### src/rtl/ea_pkg.sv
// Shared types and constants for the 8088 effective-address sequencer.
// Holds the FSM states, operand-select encodings and ModR/M field constants.
package ea_pkg;

  typedef enum logic [2:0] {
    IDLE,
    FETCH_LO,
    FETCH_HI,
    CALC,
    RESP
  } state_e;

  typedef enum logic [1:0] {
    BASE_NONE = 2'd0,
    BASE_BX   = 2'd1,
    BASE_BP   = 2'd2
  } base_e;

  typedef enum logic [1:0] {
    IDX_NONE = 2'd0,
    IDX_SI   = 2'd1,
    IDX_DI   = 2'd2
  } idx_e;

  typedef enum logic [1:0] {
    DISP_0  = 2'd0,
    DISP_8  = 2'd1,
    DISP_16 = 2'd2
  } disp_e;

  localparam logic [1:0] MOD_REG   = 2'b11;
  localparam logic [2:0] RM_DIRECT = 3'b110;

  function automatic logic [15:0] sext8(input logic [7:0] b);
    return {{8{b[7]}}, b};
  endfunction

endpackage

### src/rtl/ea_modrm_decode.sv
// Combinational ModR/M decode: picks base/index registers, displacement length
// and the default segment for one mod/rm pair.
module ea_modrm_decode
  import ea_pkg::*;
(
  input  logic [1:0] mod_i,
  input  logic [2:0] rm_i,
  output logic [1:0] base_o,
  output logic [1:0] idx_o,
  output logic [1:0] disp_len_o,
  output logic       seg_ss_o,
  output logic       reg_mode_o
);

  always_comb begin
    base_o     = BASE_NONE;
    idx_o      = IDX_NONE;
    disp_len_o = DISP_0;
    reg_mode_o = 1'b0;
    if (mod_i == MOD_REG) begin
      reg_mode_o = 1'b1;
    end else begin
      case (rm_i)
        3'b000, 3'b001, 3'b111: base_o = BASE_BX;
        3'b010, 3'b011:         base_o = BASE_BP;
        RM_DIRECT:              base_o = (mod_i != 2'b00) ? BASE_BP : BASE_NONE;
        default:                base_o = BASE_NONE;
      endcase
      case (rm_i)
        3'b000, 3'b010, 3'b100: idx_o = IDX_SI;
        3'b001, 3'b011, 3'b101: idx_o = IDX_DI;
        default:                idx_o = IDX_NONE;
      endcase
      // mod 00 with rm 110 is the direct-address form carrying a disp16
      case (mod_i)
        2'b01:   disp_len_o = DISP_8;
        2'b10:   disp_len_o = DISP_16;
        default: disp_len_o = (rm_i == RM_DIRECT) ? DISP_16 : DISP_0;
      endcase
    end
  end

  assign seg_ss_o = (base_o == BASE_BP);

endmodule

### src/rtl/ea_sequencer.sv
// Effective-address sequencer: latches ModR/M, pulls 0-2 displacement bytes,
// adds base + index + disp and offers EA with its default segment.
module ea_sequencer
  import ea_pkg::*;
#(
  parameter int ADDR_W = 16
) (
  input  logic              clk,
  input  logic              rst_n,
  input  logic              start,
  input  logic [1:0]        mod,
  input  logic [2:0]        rm,
  input  logic              abort,
  input  logic              disp_valid,
  input  logic [7:0]        disp_data,
  output logic              disp_ready,
  input  logic [ADDR_W-1:0] bx,
  input  logic [ADDR_W-1:0] bp,
  input  logic [ADDR_W-1:0] si,
  input  logic [ADDR_W-1:0] di,
  output logic              busy,
  output logic              ea_valid,
  input  logic              ea_ready,
  output logic [ADDR_W-1:0] ea,
  output logic              seg_ss,
  output logic              reg_mode
);

  state_e            state_q, state_d;
  logic [1:0]        base_q, base_d;
  logic [1:0]        idx_q, idx_d;
  logic [1:0]        len_q, len_d;
  logic              pseg_q, pseg_d;
  logic [ADDR_W-1:0] disp_q, disp_d;
  logic [ADDR_W-1:0] ea_q, ea_d;
  logic              seg_q, seg_d;
  logic              regm_q, regm_d;

  logic [1:0]        dec_base, dec_idx, dec_len;
  logic              dec_seg, dec_regm;
  logic [ADDR_W-1:0] base_val, idx_val;

  ea_modrm_decode u_decode (
    .mod_i      (mod),
    .rm_i       (rm),
    .base_o     (dec_base),
    .idx_o      (dec_idx),
    .disp_len_o (dec_len),
    .seg_ss_o   (dec_seg),
    .reg_mode_o (dec_regm)
  );

  assign busy       = (state_q != IDLE);
  assign ea_valid   = (state_q == RESP);
  assign disp_ready = !abort && ((state_q == FETCH_LO) || (state_q == FETCH_HI));
  assign ea         = ea_q;
  assign seg_ss     = seg_q;
  assign reg_mode   = regm_q;

  always_comb begin
    base_val = '0;
    idx_val  = '0;
    case (base_q)
      BASE_BX: base_val = bx;
      BASE_BP: base_val = bp;
      default: base_val = '0;
    endcase
    case (idx_q)
      IDX_SI:  idx_val = si;
      IDX_DI:  idx_val = di;
      default: idx_val = '0;
    endcase
  end

  // abort overrides every transition and clears the result outputs
  always_comb begin
    state_d = state_q;
    base_d  = base_q;
    idx_d   = idx_q;
    len_d   = len_q;
    pseg_d  = pseg_q;
    disp_d  = disp_q;
    ea_d    = ea_q;
    seg_d   = seg_q;
    regm_d  = regm_q;
    if (abort) begin
      state_d = IDLE;
      ea_d    = '0;
      seg_d   = 1'b0;
      regm_d  = 1'b0;
    end else begin
      case (state_q)
        IDLE: begin
          if (start) begin
            base_d = dec_base;
            idx_d  = dec_idx;
            len_d  = dec_len;
            pseg_d = dec_seg;
            disp_d = '0;
            ea_d   = '0;
            seg_d  = 1'b0;
            regm_d = dec_regm;
            if (dec_regm)              state_d = RESP;
            else if (dec_len == DISP_0) state_d = CALC;
            else                        state_d = FETCH_LO;
          end
        end
        FETCH_LO: begin
          if (disp_valid) begin
            if (len_q == DISP_8) begin
              disp_d  = sext8(disp_data);
              state_d = CALC;
            end else begin
              disp_d  = {disp_q[ADDR_W-1:8], disp_data};
              state_d = FETCH_HI;
            end
          end
        end
        FETCH_HI: begin
          if (disp_valid) begin
            disp_d  = {disp_data, disp_q[7:0]};
            state_d = CALC;
          end
        end
        CALC: begin
          ea_d    = base_val + idx_val + disp_q;
          seg_d   = pseg_q;
          state_d = RESP;
        end
        RESP: begin
          if (ea_ready) state_d = IDLE;
        end
        default: state_d = IDLE;
      endcase
    end
  end

  always_ff @(posedge clk) begin
    if (!rst_n) begin
      state_q <= IDLE;
      base_q  <= BASE_NONE;
      idx_q   <= IDX_NONE;
      len_q   <= DISP_0;
      pseg_q  <= 1'b0;
      disp_q  <= '0;
      ea_q    <= '0;
      seg_q   <= 1'b0;
      regm_q  <= 1'b0;
    end else begin
      state_q <= state_d;
      base_q  <= base_d;
      idx_q   <= idx_d;
      len_q   <= len_d;
      pseg_q  <= pseg_d;
      disp_q  <= disp_d;
      ea_q    <= ea_d;
      seg_q   <= seg_d;
      regm_q  <= regm_d;
    end
  end

endmodule

### config.mk
export PLATFORM = sky130hd
export DESIGN_NAME = ea_sequencer
export DESIGN_NICKNAME = d
export VERILOG_FILES = /design/src/rtl/ea_pkg.sv /design/src/rtl/ea_modrm_decode.sv /design/src/rtl/ea_sequencer.sv
export SDC_FILE = /design/constraint.sdc
export NUM_CORES = 1
export LEC_CHECK = 0
export BUFFER_PORTS_ARGS = -buffer_cell sky130_fd_sc_hd__buf_2
export CAP_MARGIN = 20
export CORE_MARGIN = 4
export CORE_UTILIZATION = 40
export CTS_CLUSTER_DIAMETER = 100
export DETAILED_ROUTE_END_ITERATION = 10
export PLACE_DENSITY_LB_ADDON = 0.12
export SYNTH_ARGS = -nofsm -noshare
export SYNTH_HDL_FRONTEND = slang
export SYNTH_SLANG_ARGS = --single-unit
export TNS_END_PERCENT = 30
### constraint.sdc
create_clock -name clk -period 4 [get_ports clk]
set_input_delay 0.6 -clock clk [delete_from_list [all_inputs] [get_ports clk]]
set_output_delay 0.6 -clock clk [all_outputs]
set_load 0.02 [all_outputs]
==> Yosys cells after proc, flatten, opt, wreduce, memory -nomap -nowiden <==
Cells that the tools add are included.
{ "classes": {"n_addsub": 2, "n_eq_ne": 25, "n_mux": 27, "bitwise_logic": 3, "reduce_logical": 22} }
{ "op_table": {"columns": ["op", "n"], "rows": [
  ["$pmux 16 s2", 3],
  ["$mux 16", 4],
  ["$pmux 16 s3", 1],
  ["$add 16x16->16", 2],
  ["$eq 3x3->1 const B", 5],
  ["$mux 3", 5],
  ["$pmux 3 s5", 1],
  ["$eq 3x2->1 const B", 4],
  ["$mux 2", 6],
  ["$eq 2x2->1 const B", 5],
  ["$reduce_or 3->1", 3],
  ["$eq 2x1->1 const B", 4],
  ["$pmux 2 s2", 2],
  ["$eq 3x1->1 const B", 2],
  ["$logic_not 3->1", 2],
  ["$ne 2x2->1 const B", 3],
  ["$pmux 2 s3", 1],
  ["$reduce_and 6->1", 1],
  ["$reduce_bool 2->1", 3],
  ["$reduce_bool 3->1", 2],
  ["$reduce_and 5->1", 1],
  ["$ne 2x1->1 const B", 2],
  ["$reduce_and 2->1", 2],
  ["$reduce_and 4->1", 1],
  ["9 further kinds", 14]
]} }
{ "totals": {"register_bits": 44, "inputBits": 83, "output_inout_bits": 21, "wordCells": 89} }

==> Logic depth before layout (Yosys ltp) <==
Gate-level depths: netlist of the first run.
{ "logic_depth": {"depth_word": 9, "ltp_mapped": 15, "depth_no_buf": 13} }

==> By module <==
A second synthesis of the first run with hierarchy kept.
{ "unflattened": {"cells_unflattened": 382, "hier_area_um2": 3316.9} }
{ "modules_own_cells": {"columns": ["mod", "instances", "cells_each", "area_each_um2", "seq_area_each_um2"], "rows": [
  ["ea_sequencer", 1, 366, 3184.3, 880.8],
  ["ea_modrm_decode", 1, 16, 132.6, 0.0]
]} }

==> Worst setup path before layout of the first run <==
No wires, ideal clock.
{ "synth_path": {"path_kind": "reg-to-reg", "from": "register idx_q[0]", "to": "register ea_q[11], in the netlist ea[11]", "setup_ns": 0.124, "arrival_ns": 3.236, "t_required_ns": 3.876, "path_slack_ns": 0.639, "stages_incl_launch_ff": 16, "path_buffers": 2, "synth_period_minus_slack_ns": 3.361, "path_cell_list": "dfxtp_1 > inv_1 > ha_1 > clkbuf_1 > clkbuf_1 > a22oi_1 > nor2_1 > fa_1 > ha_1 > fa_1 > a21o_1 > a221oi_2 > o21ai_1 > a221oi_1 > xor2_1 > o21ai_0"} }
{ "synth_between": {"elab_chain_len": 5, "word_cells_on_any_way": 6, "cone_classes": "add/sub: 2; eq/ne: 2; mux: 2"} }
{ "synth_rtl": {"columns": ["item", "line_no", "text"], "rows": [
  ["from (decl)", "ea_sequencer.sv:31", "logic [1:0] idx_q, idx_d;"],
  ["from (signal assigned)", "ea_sequencer.sv:152", "idx_q <= idx_d;"],
  ["$eq 2x2->1 or $eq 2x1->1 (tied branches)", "ea_sequencer.sv:68", "case (idx_q)"],
  ["$pmux 16 s2 (*)", "ea_sequencer.sv:68", null],
  ["$add 16x16->16 (*) (2 in a row)", "ea_sequencer.sv:126", "ea_d = base_val + idx_val + disp_q;"],
  ["$pmux 16 s2 (*)", "ea_sequencer.sv:92", "case (state_q)"],
  ["to (signal assigned)", "ea_sequencer.sv:146", "ea_q <= '0;"],
  ["to (signal assigned)", "ea_sequencer.sv:156", "ea_q <= ea_d;"],
  ["to (decl)", "ea_sequencer.sv:35", "logic [ADDR_W-1:0] ea_q, ea_d;"]
]} }
Every way passes the cells marked *; elsewhere a longest branch is shown, timed or not.
A chain may end at the register's enable or synchronous reset.

==> Final worst setup path of the first run <==
{ "layout_path": {"from": "register idx_q[1]", "to": "register ea_q[13], in the netlist ea[13]"} }
Same word-level chain as after synthesis.

==> metrics.yaml, run 1 <==
worst_setup_path:
  worst-r2r-setup-slack_ns: 0.30
  timing.setup.critical_path_class: "flop to flop"
  timing.rr.start: "idx_q[1]"
  critPathMaxFanout: 16
  worst-r2r-cell-count: 13
  timing.critical_path.cells: "inv_1 -> ha_1 -> a22oi_1 -> nor2_1 -> fa_1 -> ha_1 -> fa_1 -> a21o_1 -> a221oi_2 -> o21ai_1 -> a211oi_1 -> xor2_1 -> o21ai_0"
  worstSetupEndpointType: "flop"
  cpMaxStageDelayCell: "ha_1"
  critical_path.max_stage_delay_ns: 0.50
  worstPathBufferInverterCount: 1
  worst_ep_arrival_time_ns: 3.88
  start_kind: "flop"
  crit_family: "adder cells"
  critical_path.reg2reg.endpoint: "ea[13]"
  crit_required_ns: 4.19
die:
  floorplan.core_area_um2: 7810
  io-pin-count: 104
  initial_utilization: 0.417
  placementRows: 32
  die_y_um: 98.2
  die_width_um: 98.2
  dieArea_um2: 9640
synth:
  ys_warn_count: 0
  syn_nets: 504
  post_synth.cell_area_avg_um2: 8.49
  netlist_instances: 383
  synth_top_family_by_area: "compound AO/OA/AOI/OAI gates"
  synth_simple_gate_area_frac: 0.191
  ys_async_sr_fraction: 0
  post_synth_edffs: 0
  synth_largest_type_area_fraction: 0.271
  netlist_top_cells_area: "dfxtp_1, a22oi_1, fa_1, ha_1, nor2_1"
  yosysSeqAreaShare: 0.271
  share_of_synthesized_cell_area_in_full_adder_half_adder_and_majority_cells: 0.183
  ys_types: 48
  synthFlopType: "dfxtp_1"
  synth_seq_cells: 44
  synth_xor_xnor_area_share: 0.0404
  synth.most_common_cell: "a22oi_1"
  yosys.area.top_type: "dfxtp_1"
  complex_gate_fraction_of_the_synthesized_area: 0.262
  netlist_area_um2: 3250
  synth.area.mux_share: 0.0127
  post_synth_most_frequent_cells: "a22oi_1, nor2_1, dfxtp_1"
grt:
  wire_length_of_the_first_global_routing_pass_mm: 14.8
  grtUsageTotal: 0.190
  grt_pass1_vias: 3121
  grt-ovfl-total: 0
  grt_antenna_before_repair: 2
  grt_max_degree: 25
finish:
  filler_cell_count: 808
  area_growth_syn_to_layout_pct: 20.9
  final_core_utilization: 0.504
  instances_no_fill: 579
  layout-drive-gt1-share: 0.258
  finish.net_count: 598
  diodes: 0
clock_tree:
  cts-root-buf: "clkbuf_8"
  cts_tree: "yes"
  clkLatencyLatePin_ns: 0.31
  clk_path_buf_depth: 2
  tritoncts_num_sinks: 44
  h_tree_level_count: 2
  cts_inserted_buffers: 5
  clkTransAtPathRegs_ns: 0.09
  cts_setup_buffers: 0
hold_path:
  min_from: "ea[15]"
  hold_end: "ea[15]"
  hold_depth: 2
  min-delay-path-class: "flop to flop"
timing:
  maxSlewViolCount: 0
  slew_headroom: 0.483
  period_needed_ns: 3.70
  skew_ns: 0.00585
  finalHoldViolations: 0
  layout_worst_path_cycle_share: 0.924
  postLayoutSetupSlackWorst_ns: 0.305
  setup_viol: 0
  setup_repair_after_global_routing_missed_its_margin: "false"
  timing_worst_slew_pin_value_ns: 0.773
  fin_setup_tns_ns: 0
  fmaxAchievable_mhz: 271
detailed_routing:
  drc_errors: 0
  drt-pass1-iter-count: 5
  drt-total-wl_mm: 9.23
  route.antenna.remaining_nets: 0
  routed_vias_inst: 5.38
  drt_first_iter_violations: 120
  route.vias.total: 3114
  routed_wire_length_per_instance_um: 15.9
power:
  total_power_w: 0.000924
  power.leakage_nw: 1.73
  vdd.ir_drop.worst_uv: 153
  p_per_area_nw_per_um2: 235
placement:
  post-place-ws_ns: 0.226
  hpwlAfterDp_mm: 7.45
  finalWeightedCongestion: 0.862
  port-buffer-count: 103
  post-place-cells: 572
status:
  run_status: "finished, final reports clean"
job:
  maxCapViolCount: 0
## stage by stage
stage	instance area, um^2	hold slack (ns)
final	3930	0.456
after CTS	3930	0.462
after detailed placement	3850	0.443
after global placement	3850	0.432
after global routing	3930	0.485
after floorplan	3250	0.435
## tightest hold or removal path, cell delays in order (launching register included)
cell	delay, ns
dfxtp_1	0.32
nand2_1	0.05
o21ai_1	0.05
## layout by cell type (no fill, tap or decap), drive strengths merged, types with 3 or more instances in the layout
| master | n |
|---|---|
| a21boi | 4 |
| a22oi | 50 |
| nand2 | 24 |
| o21ai | 21 |
| nand3 | 5 |
| nand2b | 8 |
| nor3 | 7 |
| ha | 22 |
| buf | 109 |
| nor2 | 47 |
| nor3b | 3 |
| fa | 16 |
| inv | 10 |
| o21a | 4 |
| mux2i | 3 |
| and3 | 3 |
| clkbuf | 5 |
| xor2 | 5 |
| a21oi | 26 |
| a21o | 9 |
| dfxtp | 44 |
| nor2b | 15 |
| xnor2 | 10 |
## worst max path at each step
stage,startpoint,endpoint,cells after the start,slack [ns]
2_1_floorplan,idx_q[0],ea[11],15,0.64
3_3_place_gp,base_q[1],ea[11],13,0.36
3_5_place_dp,base_q[0],ea[13],12,0.23
4_1_cts,base_q[0],ea[13],12,0.23
5_1_grt,idx_q[1],ea[13],13,0.04
6_report,idx_q[1],ea[13],13,0.30
## where the power goes
group          switching (W)  internal (W)
combinational       0.000100     0.0000824
sequential         0.0000124      0.000448
clock               0.000163      0.000119
total               0.000275      0.000649
## cell families after synthesis
| kind of cell | after synthesis |
|---|---|
| simple gates | 123 |
| buf+inv | 32 |
| compound gates | 127 |
| fa+ha+maj | 38 |
| xor+xnor | 15 |
| mux | 4 |
| flops | 44 |
## area by class of cell
class	count	area [um^2]	area share
clock buffer	5	68.8	0.0175
multi-input combinational	307	2240	0.571
tap	102	128	0.0325
clock inverter	2	12.5	0.00318
sequential	44	881	0.224
timing repair buffer	109	561	0.143
inverter	10	37.5	0.00955
## routing by layer
metal	up-vias	wire, um	global-route usage
li1	1571	-	-
met1	1442	4100	0.236
met2	81	4520	0.328
met3	16	442	0.0407
met4	4	152	0.0609
met5	-	23	0
## timing repair
item | CTS | global route
hold buffers | 0 | 0
resized for setup | 0 | 1
endpoints found under the setup margin | 0 | 2
## registers in the layout, summed over array words and instances (netlist names)
| register | cells |
|---|---|
| base_q | 2 |
| disp_q | 16 |
| ea | 16 |
| idx_q | 2 |
| len_q | 2 |
| pseg_q | 1 |
| reg_mode | 1 |
| seg_ss | 1 |
| state_q | 3 |
No activity file was read; power rests on OpenSTA's default activity.
==> inputs of run 2 (changes only) <==
--- a/config.mk
+++ b/config.mk
@@ -9,6 +9,7 @@
 export CAP_MARGIN = 20
 export CORE_MARGIN = 4
 export CORE_UTILIZATION = 40
+export CTS_BUF_LIST = sky130_fd_sc_hd__clkbuf_4 sky130_fd_sc_hd__clkbuf_8
 export CTS_CLUSTER_DIAMETER = 100
 export DETAILED_ROUTE_END_ITERATION = 10
 export PLACE_DENSITY_LB_ADDON = 0.12
==> constraint.sdc (replaced) <==
create_clock -name clk -period 4 [get_ports clk]
set_input_delay 0.8 -clock clk [delete_from_list [all_inputs] [get_ports clk]]
set_output_delay 0.8 -clock clk [all_outputs]
set_load 0.02 [all_outputs]
==> run 2 against run 1 <==
  * Die area is the same
  * Clock skew shrank 0.0016 ns
  * Count of clock-buffer cells in the layout grew 1
  * Register-to-register slack is essentially flat
  * Routed wire length grew 0.86%
  * Combinational power is essentially flat
  * Clock power grew 10%
  * Worst setup slack gained 0.0033 ns
  * Critical path type unchanged
==> metrics.yaml, run 2 (same netlist as run 1, synthesis figures left out) <==
clock_tree:
  clkLatencyLatePin_ns: 0.30
  cts_resized: 0
  clk_path_buf_depth: 2
  cts-root-buf: "clkbuf_8"
  cts_tree: "yes"
  clkTransAtPathRegs_ns: 0.09
  tritoncts_num_sinks: 44
  cts_setup_buffers: 0
  cts_inserted_buffers: 5
  h_tree_level_count: 2
  cts-hold-fix-buffers: 0
timing:
  fmaxAchievable_mhz: 271
  maxSlewViolCount: 0
  setup_repair_after_global_routing_missed_its_margin: "false"
  skew_ns: 0.00428
  timing_worst_slew_pin_value_ns: 0.834
  layout_worst_path_cycle_share: 0.923
  finalHoldViolations: 0
  period_needed_ns: 3.69
  slew_headroom: 0.443
  hold-worst-slack_ns: 0.448
  fin_setup_tns_ns: 0
  setup_viol: 0
die:
  die_y_um: 98.2
  placementRows: 32
  dieArea_um2: 9640
  io-pin-count: 104
  initial_utilization: 0.417
  die_width_um: 98.2
  floorplan.core_area_um2: 7810
worst_setup_path:
  timing.setup.critical_path_class: "flop to flop"
  critPathMaxFanout: 16
  crit_required_ns: 4.19
  timing.critical_path.cells: "inv_1 -> ha_1 -> a22oi_1 -> nor2_1 -> fa_1 -> ha_1 -> fa_1 -> a21o_1 -> a221oi_2 -> o21ai_1 -> a221oi_1 -> xor2_1 -> o21ai_0"
  critical_path.max_stage_delay_ns: 0.51
  worstPathBufferInverterCount: 1
  worstSetupEndpointType: "flop"
  cpMaxStageDelayCell: "ha_1"
  worst_ep_arrival_time_ns: 3.88
  crit_family: "adder cells"
  start_kind: "flop"
placement:
  port-buffer-count: 103
  finalWeightedCongestion: 0.884
  post-place-cells: 573
  hpwlAfterDp_mm: 7.48
finish:
  instances_no_fill: 581
  layout.cells.most_common: "buf_2"
  final_cell_mix: "buf_2, a22oi_1, nor2_1"
  layout-drive-gt1-share: 0.259
  diodes: 0
  area_growth_syn_to_layout_pct: 21.5
  finish.net_count: 599
grt:
  grt_pass1_vias: 3164
  grt_max_degree: 25
  grt_antenna_before_repair: 2
  wire_length_of_the_first_global_routing_pass_mm: 15.2
  grtUsageTotal: 0.192
  grt-ovfl-total: 0
detailed_routing:
  route.vias.total: 3123
  topmost_layer_with_routed_signal_wires: "met5"
  met1_length_mm: 4.08
  drt-pass1-iter-count: 4
  drt-total-wl_mm: 9.31
  met3_wirelength_um: 529
  drc_errors: 0
  met2_length_mm: 4.45
  route.antenna.remaining_nets: 0
  drt_first_iter_violations: 135
  routed_vias_inst: 5.38
  routed_wire_length_per_instance_um: 16.0
job:
  maxCapViolCount: 0
hold_path:
  min-delay-path-class: "flop to flop"
power:
  power.leakage_nw: 1.74
  p_per_area_nw_per_um2: 241
  vdd.ir_drop.worst_uv: 168
  total_power_w: 0.000953
status:
  run_status: "finished, final reports clean"
## run 2: layout make-up
cell class                 count  area (um^2)
sequential                    44          881
fill                         780         3850
inverter                      10         37.5
clock inverter                 2         15.0
timing repair buffer         110          568
tap                          102          128
clock buffer                   6         82.6
multi-input combinational    307         2240
## run 2: worst paths after layout
check,depth (start not counted),slack [ns],start,end
setup / recovery,13,0.31,idx_q[1],ea[11]
hold / removal,2,0.45,ea[15],ea[15]
setup reg to reg,13,0.31,idx_q[1],ea[11]
hold reg to reg,2,0.45,ea[15],ea[15]
## run 2: metal layers
| metal | track usage | vias up |
|---|---|---|
| li1 | - | 1566 |
| met1 | 0.252 | 1448 |
| met2 | 0.317 | 87 |
| met3 | 0.0400 | 18 |
| met4 | 0.0630 | 4 |
| met5 | 0 | - |
## run 2: per-stage QoR
step / worst slack, ns / area [um^2] / utilization
2_1_floorplan: 0.639 / 3250 / -
6_report: 0.308 / 3950 / 0.506
5_1_grt: 0.0135 / 3950 / 0.506
3_3_place_gp: 0.349 / 3860 / 0.494
4_1_cts: 0.310 / 3950 / 0.506
3_5_place_dp: 0.325 / 3860 / 0.494
## run 2: tightest hold or removal path, delay by kind of cell (launching register included)
family | cells | cell delay [ns]
and+or+nand+nor | 1 | 0.05
DFF | 1 | 0.32
AOI/OAI and AO/OA | 1 | 0.05
## run 2: power breakdown
group | switching (W) | internal [W] | total [W] | leakage (nW)
clock network | 0.000169 | 0.000140 | 0.000309 | 0.0434
logic | 0.000101 | 0.0000829 | 0.000184 | 1.34
registers | 0.0000124 | 0.000448 | 0.000461 | 0.356
total | 0.000282 | 0.000671 | 0.000953 | 1.74
